[config.mk]
export PLATFORM = sky130hd
export DESIGN_NAME = timer_ctrl_flat
export DESIGN_NICKNAME = d
export VERILOG_FILES = /design/src/rtl/timer_ctrl_if.sv /design/src/rtl/timer_ctrl.sv /design/src/flat_wrapper.sv
export SDC_FILE = /design/constraint.sdc
export NUM_CORES = 1
export LEC_CHECK = 0
export ABC_AREA = 1
export ABC_CLOCK_PERIOD_IN_PS = 2200
export CAP_MARGIN = 20
export CELL_PAD_IN_SITES_DETAIL_PLACEMENT = 1
export CELL_PAD_IN_SITES_GLOBAL_PLACEMENT = 2
export CORE_MARGIN = 3
export CORE_UTILIZATION = 34
export CTS_BUF_LIST = sky130_fd_sc_hd__clkbuf_16
export DETAILED_ROUTE_END_ITERATION = 6
export PLACE_DENSITY = 0.92
export SLEW_MARGIN = 20
export SYNTH_ARGS = -nofsm -noshare
export SYNTH_HDL_FRONTEND = slang
export SYNTH_SLANG_ARGS = --single-unit
[constraint.sdc]
create_clock -name clk -period 2.2 [get_ports clk]
set_input_delay 0.44 -clock clk [delete_from_list [all_inputs] [get_ports clk]]
set_output_delay 0.44 -clock clk [all_outputs]
set_load 0.01 [all_outputs]
[src/rtl/timer_ctrl_if.sv]
// Signal bundle between the timer sequencing controller and its surroundings
// (user buttons, counter-chain strobes, status flags).
interface timer_ctrl_if;
  logic       start;
  logic       pause;
  logic       load_req;
  logic       zero;
  logic       cnt_load;
  logic       cnt_en;
  logic       cnt_clearn;
  logic       running;
  logic       paused;
  logic       done;
  logic [2:0] state;

  // master: buttons and counter chain side; slave: the controller
  modport master (
    output start, pause, load_req, zero,
    input  cnt_load, cnt_en, cnt_clearn, running, paused, done, state
  );

  modport slave (
    input  start, pause, load_req, zero,
    output cnt_load, cnt_en, cnt_clearn, running, paused, done, state
  );
endinterface

[src/rtl/timer_ctrl.sv]
// Start/pause/resume/done sequencer for a cascaded mod-10 down-counter chain,
// with a prescaler issuing one decrement tick every TICK_DIV clocks in RUN.
module timer_ctrl #(
  parameter int unsigned TICK_DIV = 100,
  parameter int unsigned PW       = 16
) (
  input logic         clk,
  input logic         clear,
  timer_ctrl_if.slave bus
);

  typedef enum logic [2:0] {
    StIdle  = 3'd0,
    StLoad  = 3'd1,
    StReady = 3'd2,
    StRun   = 3'd3,
    StPause = 3'd4,
    StDone  = 3'd5
  } state_e;

  localparam logic [PW-1:0] PreMax = PW'(TICK_DIV - 1);

  state_e        state_q, state_d;
  logic [PW-1:0] pre_q, pre_d;
  logic          tick;

  assign tick = (pre_q == PreMax);

  always_ff @(posedge clk or posedge clear) begin
    if (clear) begin
      state_q <= StIdle;
      pre_q   <= '0;
    end else begin
      state_q <= state_d;
      pre_q   <= pre_d;
    end
  end

  always_comb begin
    state_d = state_q;
    case (state_q)
      StIdle: begin
        if (bus.load_req) state_d = StLoad;
      end
      StLoad: begin
        state_d = StReady;
      end
      StReady: begin
        if (bus.load_req)   state_d = StLoad;
        else if (bus.start) state_d = bus.zero ? StDone : StRun;
      end
      StRun: begin
        if (bus.zero)       state_d = StDone;
        else if (bus.pause) state_d = StPause;
      end
      StPause: begin
        if (bus.load_req)   state_d = StLoad;
        else if (bus.start) state_d = StRun;
      end
      StDone: begin
        if (bus.load_req)   state_d = StLoad;
        else if (bus.start) state_d = StIdle;
      end
      default: state_d = StIdle;
    endcase
  end

  // PAUSE keeps the partial tick so resume continues where it stopped
  always_comb begin
    pre_d = '0;
    if (state_q == StRun) begin
      pre_d = tick ? '0 : pre_q + 1'b1;
    end else if (state_q == StPause) begin
      pre_d = pre_q;
    end
  end

  assign bus.cnt_clearn = (state_q != StIdle);
  assign bus.cnt_load   = (state_q != StLoad);
  assign bus.cnt_en     = (state_q == StRun) && tick && !bus.zero;
  assign bus.running    = (state_q == StRun);
  assign bus.paused     = (state_q == StPause);
  assign bus.done       = (state_q == StDone);
  assign bus.state      = state_q;

endmodule
[src/flat_wrapper.sv]
// flat-port wrapper written by rule: the top's interface ports become plain ports
module timer_ctrl_flat 
#(
  parameter int unsigned TICK_DIV = 100,
  parameter int unsigned PW       = 16
)
  (clk, clear, bus_start, bus_pause, bus_load_req, bus_zero, bus_cnt_load, bus_cnt_en, bus_cnt_clearn, bus_running, bus_paused, bus_done, bus_state);
  timer_ctrl_if bus_i ();
  input logic clk;
  input logic clear;
  input wire logic [$bits(bus_i.start)-1:0] bus_start;
  input wire logic [$bits(bus_i.pause)-1:0] bus_pause;
  input wire logic [$bits(bus_i.load_req)-1:0] bus_load_req;
  input wire logic [$bits(bus_i.zero)-1:0] bus_zero;
  output wire logic [$bits(bus_i.cnt_load)-1:0] bus_cnt_load;
  output wire logic [$bits(bus_i.cnt_en)-1:0] bus_cnt_en;
  output wire logic [$bits(bus_i.cnt_clearn)-1:0] bus_cnt_clearn;
  output wire logic [$bits(bus_i.running)-1:0] bus_running;
  output wire logic [$bits(bus_i.paused)-1:0] bus_paused;
  output wire logic [$bits(bus_i.done)-1:0] bus_done;
  output wire logic [$bits(bus_i.state)-1:0] bus_state;
  assign bus_i.start = bus_start;
  assign bus_i.pause = bus_pause;
  assign bus_i.load_req = bus_load_req;
  assign bus_i.zero = bus_zero;
  assign bus_cnt_load = bus_i.cnt_load;
  assign bus_cnt_en = bus_i.cnt_en;
  assign bus_cnt_clearn = bus_i.cnt_clearn;
  assign bus_running = bus_i.running;
  assign bus_paused = bus_i.paused;
  assign bus_done = bus_i.done;
  assign bus_state = bus_i.state;
  timer_ctrl #(.TICK_DIV(TICK_DIV), .PW(PW)) u_core (.clk(clk), .clear(clear), .bus(bus_i));
endmodule
* After elaboration in Yosys (flattened, before gate mapping)
Cells that the tools add are included.
Word-level totals: register bits after elaboration 19, latch bits 0, RAM bits 0, ROM bits 0, bits of input ports 6, output and inout port bits 9, memories kept 0
Cells by class: add/sub/neg operators 1, multiply operators 0, div/mod/pow operators 0, order comparisons 0, equality and inequality tests 13, shifts and indexed selects 0, mux-type cells 14, bitwise gates (word level) 0, reductions and logical operators 6
Operators by type and width (number):
- 16-bit 2-to-1 mux | 3
- 3-bit 2-to-1 mux | 10
- 3-bit one-hot mux with 6 select lines | 1
- 16-bit by 1-bit adder with 16-bit output (second input constant) | 1
- 16-bit by 7-bit equality test with 1-bit output (second input constant) | 1
- 3-bit inequality test (second input constant) | 4
- 3-bit by 2-bit equality test with 1-bit output (second input constant) | 2
- 3-bit equality test (second input constant) | 2
- 5-bit AND reduction | 1
- 2-bit inequality test (second input constant) | 2
- 3-bit by 1-bit equality test with 1-bit output (second input constant) | 1
- 3-bit zero test | 1
- 3-bit by 1-bit inequality test with 1-bit output (second input constant) | 1
- 3-bit nonzero test | 1
- 1-bit logical AND | 2
- 1-bit zero test | 1

* Depth between registers and ports, before layout
Gate-level depths: netlist (run 1).
depth in word-level cells 4, mapped depth 9

* Least setup slack after synthesis (run 1)
OpenSTA, ideal clock, no wires.
path kind register to output, from register u_core.state_q[2] (netlist: u_core.bus.state[2]), to output port bus_cnt_en, arrival time 1180 ps, setup slack 580 ps, stages on the path, launching flop included 6, buffers on the path 0, cells stage by stage dfrtp_1 > inv_2 > nand2_4 > nor2_8 > inv_1 > nor3_1
On the way: word-level cells in the longest chain between the ends 3
RTL lines:
- from (decl) | line timer_ctrl.sv:23 | state_e state_q, state_d;
- from (signal assigned) | line timer_ctrl.sv:31 | state_q <= StIdle;
- from (signal assigned) | line timer_ctrl.sv:34 | state_q <= state_d;
- 3-bit by 2-bit equality test with 1-bit output | line timer_ctrl.sv:80 | assign bus.cnt_en = (state_q == StRun) && tick && !bus.zero;
- 1-bit logical AND (2 in series) | line timer_ctrl.sv:80
- to (decl) | line flat_wrapper.sv:16 | output wire logic [$bits(bus_i.cnt_en)-1:0] bus_cnt_en;
Every way passes these cells.

* Worst setup path in the final report (run 1)
from register u_core.state_q[2] (netlist: u_core.bus.state[2]), to output port bus_running
On the way: word-level cells in the longest chain between the ends 1
RTL lines:
- 3-bit by 2-bit equality test with 1-bit output | line timer_ctrl.sv:81 | assign bus.running = (state_q == StRun);
- to (decl) | line flat_wrapper.sv:18 | output wire logic [$bits(bus_i.running)-1:0] bus_running;
Every way passes these cells.

==> results of run 1 <==
-- final cells by class --
cell class	count	area share, %
clock inverters	1	0.2155
well taps	48	3.448
repair buffers	28	14.22
clock buffers	3	4.310
flip-flops and latches	19	27.44
inverters	32	7.040
multi-input cells	143	43.32
-- how the worst max path moves through the flow --
stage	slack [ps]	endpoint	from
finish	90	bus_running	u_core.bus.state[2]$_DFFE_PP0P_
global placement	140	bus_cnt_en	bus_zero
global route	20	bus_running	u_core.bus.state[2]$_DFFE_PP0P_
CTS	30	bus_running	u_core.bus.state[2]$_DFFE_PP0P_
detailed placement	100	bus_cnt_en	bus_zero
floorplan	580	bus_cnt_en	u_core.bus.state[2]$_DFFE_PP0P_
-- repair_timing --
action / in CTS / in global routing
hold buffers: 0 / 0
pin swaps: 0 / 0
resized for setup: 3 / 5
hold endpoints to repair: 0 / 0
endpoints found under the setup margin: 2 / 3
buffers inserted: 0 / 1
-- routing by layer --
metal | track usage, % | routed length (um) | vias to the layer above
met4 | 5.957 | 39 | 0
met3 | 2.174 | 108 | 4
met2 | 33.37 | 2197 | 17
met1 | 24.14 | 1955 | 723
met5 | 0 | 0 | -
li1 | - | - | 710
-- sequential cells by signal, summed over array words and instances, names as in the netlist --
register	count
u_core.pre_q	16
u_core.bus.state	3
-- Yosys cell counts (all sizes together) --
library cell,count
nor3,2
o22ai,2
o21bai,2
buf,3
o31ai,2
dfrtp,19
nand4,16
nand3b,1
nand3,28
xnor2,1
ha,1
xor2,4
inv,32
o21ai,13
nand2,50
nor2,21
-- placed cells by master (no fill, tap or decap), types with 2 or more instances in the layout --
cell / instances
buf_4: 13
clkbuf_16: 3
clkdlybuf4s50_1: 13
dfrtp_1: 17
dfrtp_2: 2
inv_1: 26
inv_2: 6
nand2_1: 43
nand2_2: 6
nand3_1: 26
nand4_1: 16
nor2_1: 16
nor2_2: 4
nor3_1: 2
o21ai_0: 6
o21ai_1: 7
o21bai_1: 2
o22ai_1: 2
o31ai_1: 2
xor2_1: 4
-- kinds of logic (layout without fill, tap and decap cells) --
| logic type | count (synthesis) | count (layout) | share of synthesized area, % |
|---|---|---|---|
| simple gates | 118 | 118 | 42.61 |
| buf+inv | 35 | 64 | 11.06 |
| compound gates | 19 | 19 | 7.796 |
| flops | 19 | 19 | 34.45 |
| xor+xnor | 5 | 5 | 3.173 |
| fa+ha+maj | 1 | 1 | 0.9065 |
-- power breakdown --
part           internal [mW]  switching [mW]
Combinational          0.277           0.390
Sequential             0.391          0.0489
Clock                  0.242           0.144
Total                  0.910           0.583
-- worst reg2reg max path: stages, from the launching register on --
cell,delay [ps]
dfrtp_1,360
ha_1,180
buf_4,140
nand2_2,80
nor2_1,270
nand4_1,150
nand3_1,100
nand2_1,50
-- per-stage QoR --
stage	area (sq um)	util, %
final	1742	45.85
after global placement	1648	43.38
after global routing	1742	45.85
after CTS	1727	45.45
after detailed placement	1648	43.38
after floorplan	1380	-
==> flow_metrics.py, run 1 <==
metrics = {
    "cells_and_area": {
        "layout.cells.non_filler": 274,
        "drive_gt1_share_pct": 17.70,
        "regArea_sq_um": 478.0,
        "finalNetCount": 234,
        "synthToLayoutAreaGrowth_pct": 26.20,
        "multi_input_area_sq_um": 754.5,
        "fillers": 489,
        "antenna_cells": 0,
    },
    "hold_path": {
        "whs_path_depth": 2,
        "hp-start": "u_core.pre_q[15]$_DFFE_PP0P_",
        "hold_end": "u_core.pre_q[15]$_DFFE_PP0P_",
        "hold_class": "reg -> reg",
    },
    "yosys": {
        "syn_area_sq_mm": 0.001380,
        "synth_top_area_cell": "dfrtp_1",
        "netlist_instances": 197,
        "avgSynthCellArea_sq_um": 7.005,
        "syn_nets": 204,
        "synth_area_leaders": "dfrtp_1 34%, nand2_1 12%, nand3_1 9.4%",
        "yosys.area.top_type_share_pct": 34.45,
        "synth-seq-cells": 19,
        "ys_seq_area_share_pct": 34.45,
        "ys_warn_count": 0,
        "ys_types": 26,
    },
    "cts": {
        "cts_buffer_depth": 2,
        "clkTransAtPathRegs_ps": 60,
        "cts_tree": "done",
        "worstSkewPairLatency_ps": 250,
        "cts.htree.levels": 1,
        "cts_buffers": 3,
        "cts_num_sinks": 19,
        "clockRootBuffer": "clkbuf_16",
    },
    "power": {
        "vdd.ir_drop.worst_mv": 0.4537,
        "p_per_area_mw_per_mm2": 857.0,
        "p_leak_nw": 0.8043,
        "total_power_mw": 1.493,
    },
    "sta": {
        "slew_violations": 0,
        "fmax_mhz": 473.9,
        "worstMarginPinSlew_ps": 343.9,
        "skew_ps": 0.8244,
        "relSlewSlack_pct": 76.88,
        "hold_violations": 0,
        "rsz0062_at_grt": "false",
        "finalSetupViolCount": 0,
        "setup_ws_ps": 89.93,
        "period_share_pct": 95.91,
        "finalSetupTns_ps": 0,
        "whs_ps": 517.4,
        "period_needed_ps": 2110,
    },
    "worst_setup_path": {
        "worst_path_max_delay_cell": "clkdlybuf4s50_1",
        "reg2reg_depth": 7,
        "cp-end-kind": "primary output",
        "cp.depth": 5,
        "r2r_start": "u_core.pre_q[0]$_DFFE_PP0P_",
        "worst_ep_required_time_ps": 1760,
        "crit_chain": "inv_2, nand2_4, nor2_8, buf_6, clkdlybuf4s50_1",
        "slowest_delay_ps": 560,
        "rr_endpoint": "u_core.pre_q[12]$_DFFE_PP0P_",
        "r2r_setup_slack_ps": 760,
        "arrival_ps": 1670,
        "crit_fanout": 15,
        "worst-path-buf-inv": 3,
        "worstSetupPathType": "reg -> out",
        "critPathTopFamily": "buffers and inverters",
        "start_kind": "flop",
    },
    "floorplan": {
        "dieArea_sq_mm": 0.004859,
        "core-area_sq_mm": 0.003799,
        "ioPinCount": 15,
        "die_y_um": 69.71,
        "rows": 22,
        "initial_core_util_pct": 36.33,
        "die_x_um": 69.71,
    },
    "placement": {
        "numPortBuffers": 14,
        "dp_cells": 269,
        "pre_cts_ws_ps": 98.33,
        "gp_congestion": 0.8360,
        "hpwlAfterDp_mm": 3.289,
    },
    "detailed_routing": {
        "vias": 1454,
        "ant_nets": 0,
        "drt_iter0_drc": 89,
        "vias_per_cell": 5.307,
        "wl_mm": 4.301,
        "drc_errors": 0,
        "drtPass1Iterations": 4,
        "routedWlPerCell_um": 15.70,
    },
    "flow_run": {
        "cap_violations": 0,
    },
    "global_routing": {
        "antenna_found_initial": 0,
        "grt_pass1_wl_mm": 7.465,
        "grt_overflow_total": 0,
        "track_usage_pct": 18.98,
        "first_global_vias": 1552,
        "grt_max_degree": 20,
    },
    "status": {
        "outcome": "finished clean",
    },
}
Power figures use the tool's default switching activity.
==> run 2, diff against run 1 <==
- CORE_MARGIN: 3 -> default
- CORE_UTILIZATION: 34 -> 38
- DONT_BUFFER_PORTS: default -> 1
- PLACE_DENSITY: 0.92 -> 0.91
==> run 2 against run 1 <==
Combinational power fell by 32%. Design area fell by 14%. Worst setup slack improved by 20 ps. Via count fell by 6.5%. Critical path type unchanged.
==> flow_metrics.py, run 2 (synthesized netlist as in run 1, its figures left out) <==
metrics = {
    "status": {
        "outcome": "finished clean",
    },
    "worst_setup_path": {
        "r2r_setup_slack_ps": 660,
        "worst_ep_required_time_ps": 1760,
        "rr_endpoint": "u_core.bus.state[0]$_DFFE_PP0P_",
        "worstSetupPathType": "reg -> out",
        "reg2reg_depth": 9,
        "r2r_start": "u_core.bus.state[2]$_DFFE_PP0P_",
        "start_kind": "flop",
        "crit_fanout": 5,
        "arrival_ps": 1650,
        "crit_start": "u_core.pre_q[0]$_DFFE_PP0P_",
        "cp-end-kind": "primary output",
    },
    "cells_and_area": {
        "antenna_cells": 0,
        "fillers": 467,
        "synthToLayoutAreaGrowth_pct": 8.885,
        "largest_reg_flops": 16,
        "drive_gt1_share_pct": 11.50,
        "stdcell_area_sq_mm": 0.001503,
        "regMostFlops": "u_core.pre_q",
        "final_common_cell": "nand2_1",
        "finalNetCount": 208,
        "final_cell_mix": "43 x nand2_1, 28 x inv_1, 26 x nand3_1, 19 x dfrtp_1, 17 x nor2_1",
        "layout.cells.non_filler": 246,
    },
    "global_routing": {
        "antenna_found_initial": 0,
        "grt_pass1_wl_mm": 6.996,
        "met3_usage_pct": 4.412,
        "grt_busiest_layer": "met2",
        "grt_util_met2_pct": 38.87,
        "first_global_vias": 1434,
        "grt_overflow_total": 0,
        "track_usage_pct": 23.10,
        "grtUsageMet1_pct": 30.23,
        "grt_max_degree": 20,
    },
    "cts": {
        "cts-resized-gates": 0,
        "post_cts_buffers": 0,
        "cts.htree.levels": 1,
        "hold_buffers": 0,
        "cts_tree": "done",
        "cts_buffer_depth": 2,
        "cts_buffers": 3,
        "clkTransAtPathRegs_ps": 60,
        "cts_num_sinks": 19,
        "worstSkewPairLatency_ps": 260,
        "clockRootBuffer": "clkbuf_16",
    },
    "floorplan": {
        "ioPinCount": 15,
        "die_x_um": 62.27,
        "initial_core_util_pct": 40.40,
        "core-area_sq_mm": 0.003416,
        "die_y_um": 62.27,
        "dieArea_sq_mm": 0.003877,
        "rows": 21,
    },
    "detailed_routing": {
        "wl_mm": 4.054,
        "ant_nets": 0,
        "drtPass1Iterations": 4,
        "routedWlPerCell_um": 16.48,
        "drt_iter0_drc": 37,
        "vias_per_cell": 5.524,
        "drc_errors": 0,
        "vias": 1359,
    },
    "hold_path": {
        "hold_class": "in -> async",
    },
    "power": {
        "p_leak_nw": 0.6851,
        "power_switching_uw": 554.7,
        "internal_power_uw": 759.3,
        "p_per_area_mw_per_mm2": 874.4,
        "seqPwrFrac_pct": 36.2,
        "vdd.ir_drop.worst_mv": 0.6272,
        "p_comb_share_pct": 34.6,
        "p_sw_share_pct": 42.22,
        "clkPwrFrac_pct": 29.2,
    },
    "sta": {
        "period_share_pct": 95.00,
        "rsz0062_at_grt": "false",
        "skew_ps": 5.487,
        "finalSetupTns_ps": 0,
        "slew_violations": 0,
        "whs_ps": 203.2,
        "finalSetupViolCount": 0,
        "relSlewSlack_pct": 49.61,
        "worstMarginPinSlew_ps": 755.0,
        "period_needed_ps": 2090,
        "setup_ws_ps": 110.0,
        "hold_violations": 0,
        "fmax_mhz": 478.5,
    },
    "placement": {
        "dp_cells": 242,
        "place_area_sq_mm": 0.001423,
        "gp_congestion": 0.9176,
        "pre_cts_ws_ps": 388.8,
        "numPortBuffers": 0,
        "hpwlAfterDp_mm": 3.094,
    },
    "flow_run": {
        "cap_violations": 0,
    },
}
-- run 2: critical path: stages (launching register included) --
cell     delay (ps)
dfrtp_1         420
ha_1            300
nand3_1         120
nor2_1          120
nand2_1         130
nor3_1          310
-- run 2: final cells by class --
class | count | area [sq um] | area share [%]
clock buffers | 3 | 75.07 | 4.996
clock inverters | 1 | 5.005 | 0.3331
inverters | 32 | 122.6 | 8.160
multi-input cells | 143 | 752.0 | 50.04
flip-flops and latches | 19 | 475.5 | 31.64
well taps | 46 | 57.56 | 3.830
repair buffers | 2 | 15.01 | 0.9992
-- run 2: how the worst max path moves through the flow --
stage | cells past startpoint | endpoint | slack [ps]
2_1_floorplan | 5 | bus_cnt_en | 580
3_3_place_gp | 5 | bus_cnt_en | 480
3_5_place_dp | 5 | bus_cnt_en | 390
4_1_cts | 5 | bus_cnt_en | 110
5_1_grt | 5 | bus_cnt_en | 3
6_report | 5 | bus_cnt_en | 110
-- run 2: per-stage QoR --
stage,power (mW),utilization (%)
finish,1.314,43.99
global route,1.402,43.99
global placement,0.9148,41.65
detailed placement,0.9397,41.65
floorplan,0.8231,-
CTS,1.326,43.99
-- run 2: power groups by stage --
stage                     logic, mW  clock network (mW)  registers (mW)
after floorplan               0.364                   0           0.459
after global placement        0.439                   0           0.476
after detailed placement      0.460                   0           0.480
after CTS                     0.460               0.392           0.474
after global routing          0.510               0.407           0.484
final                         0.455               0.384           0.475
-- run 2: metal layers --
| metal | wire [um] | share of wire [%] | vias up |
|---|---|---|---|
| li1 | - | - | 653 |
| met1 | 1918 | 47 | 675 |
| met2 | 1915 | 47 | 27 |
| met3 | 178 | 4.4 | 4 |
| met4 | 41 | 1.0 | 0 |
| met5 | 0 | 0 | - |
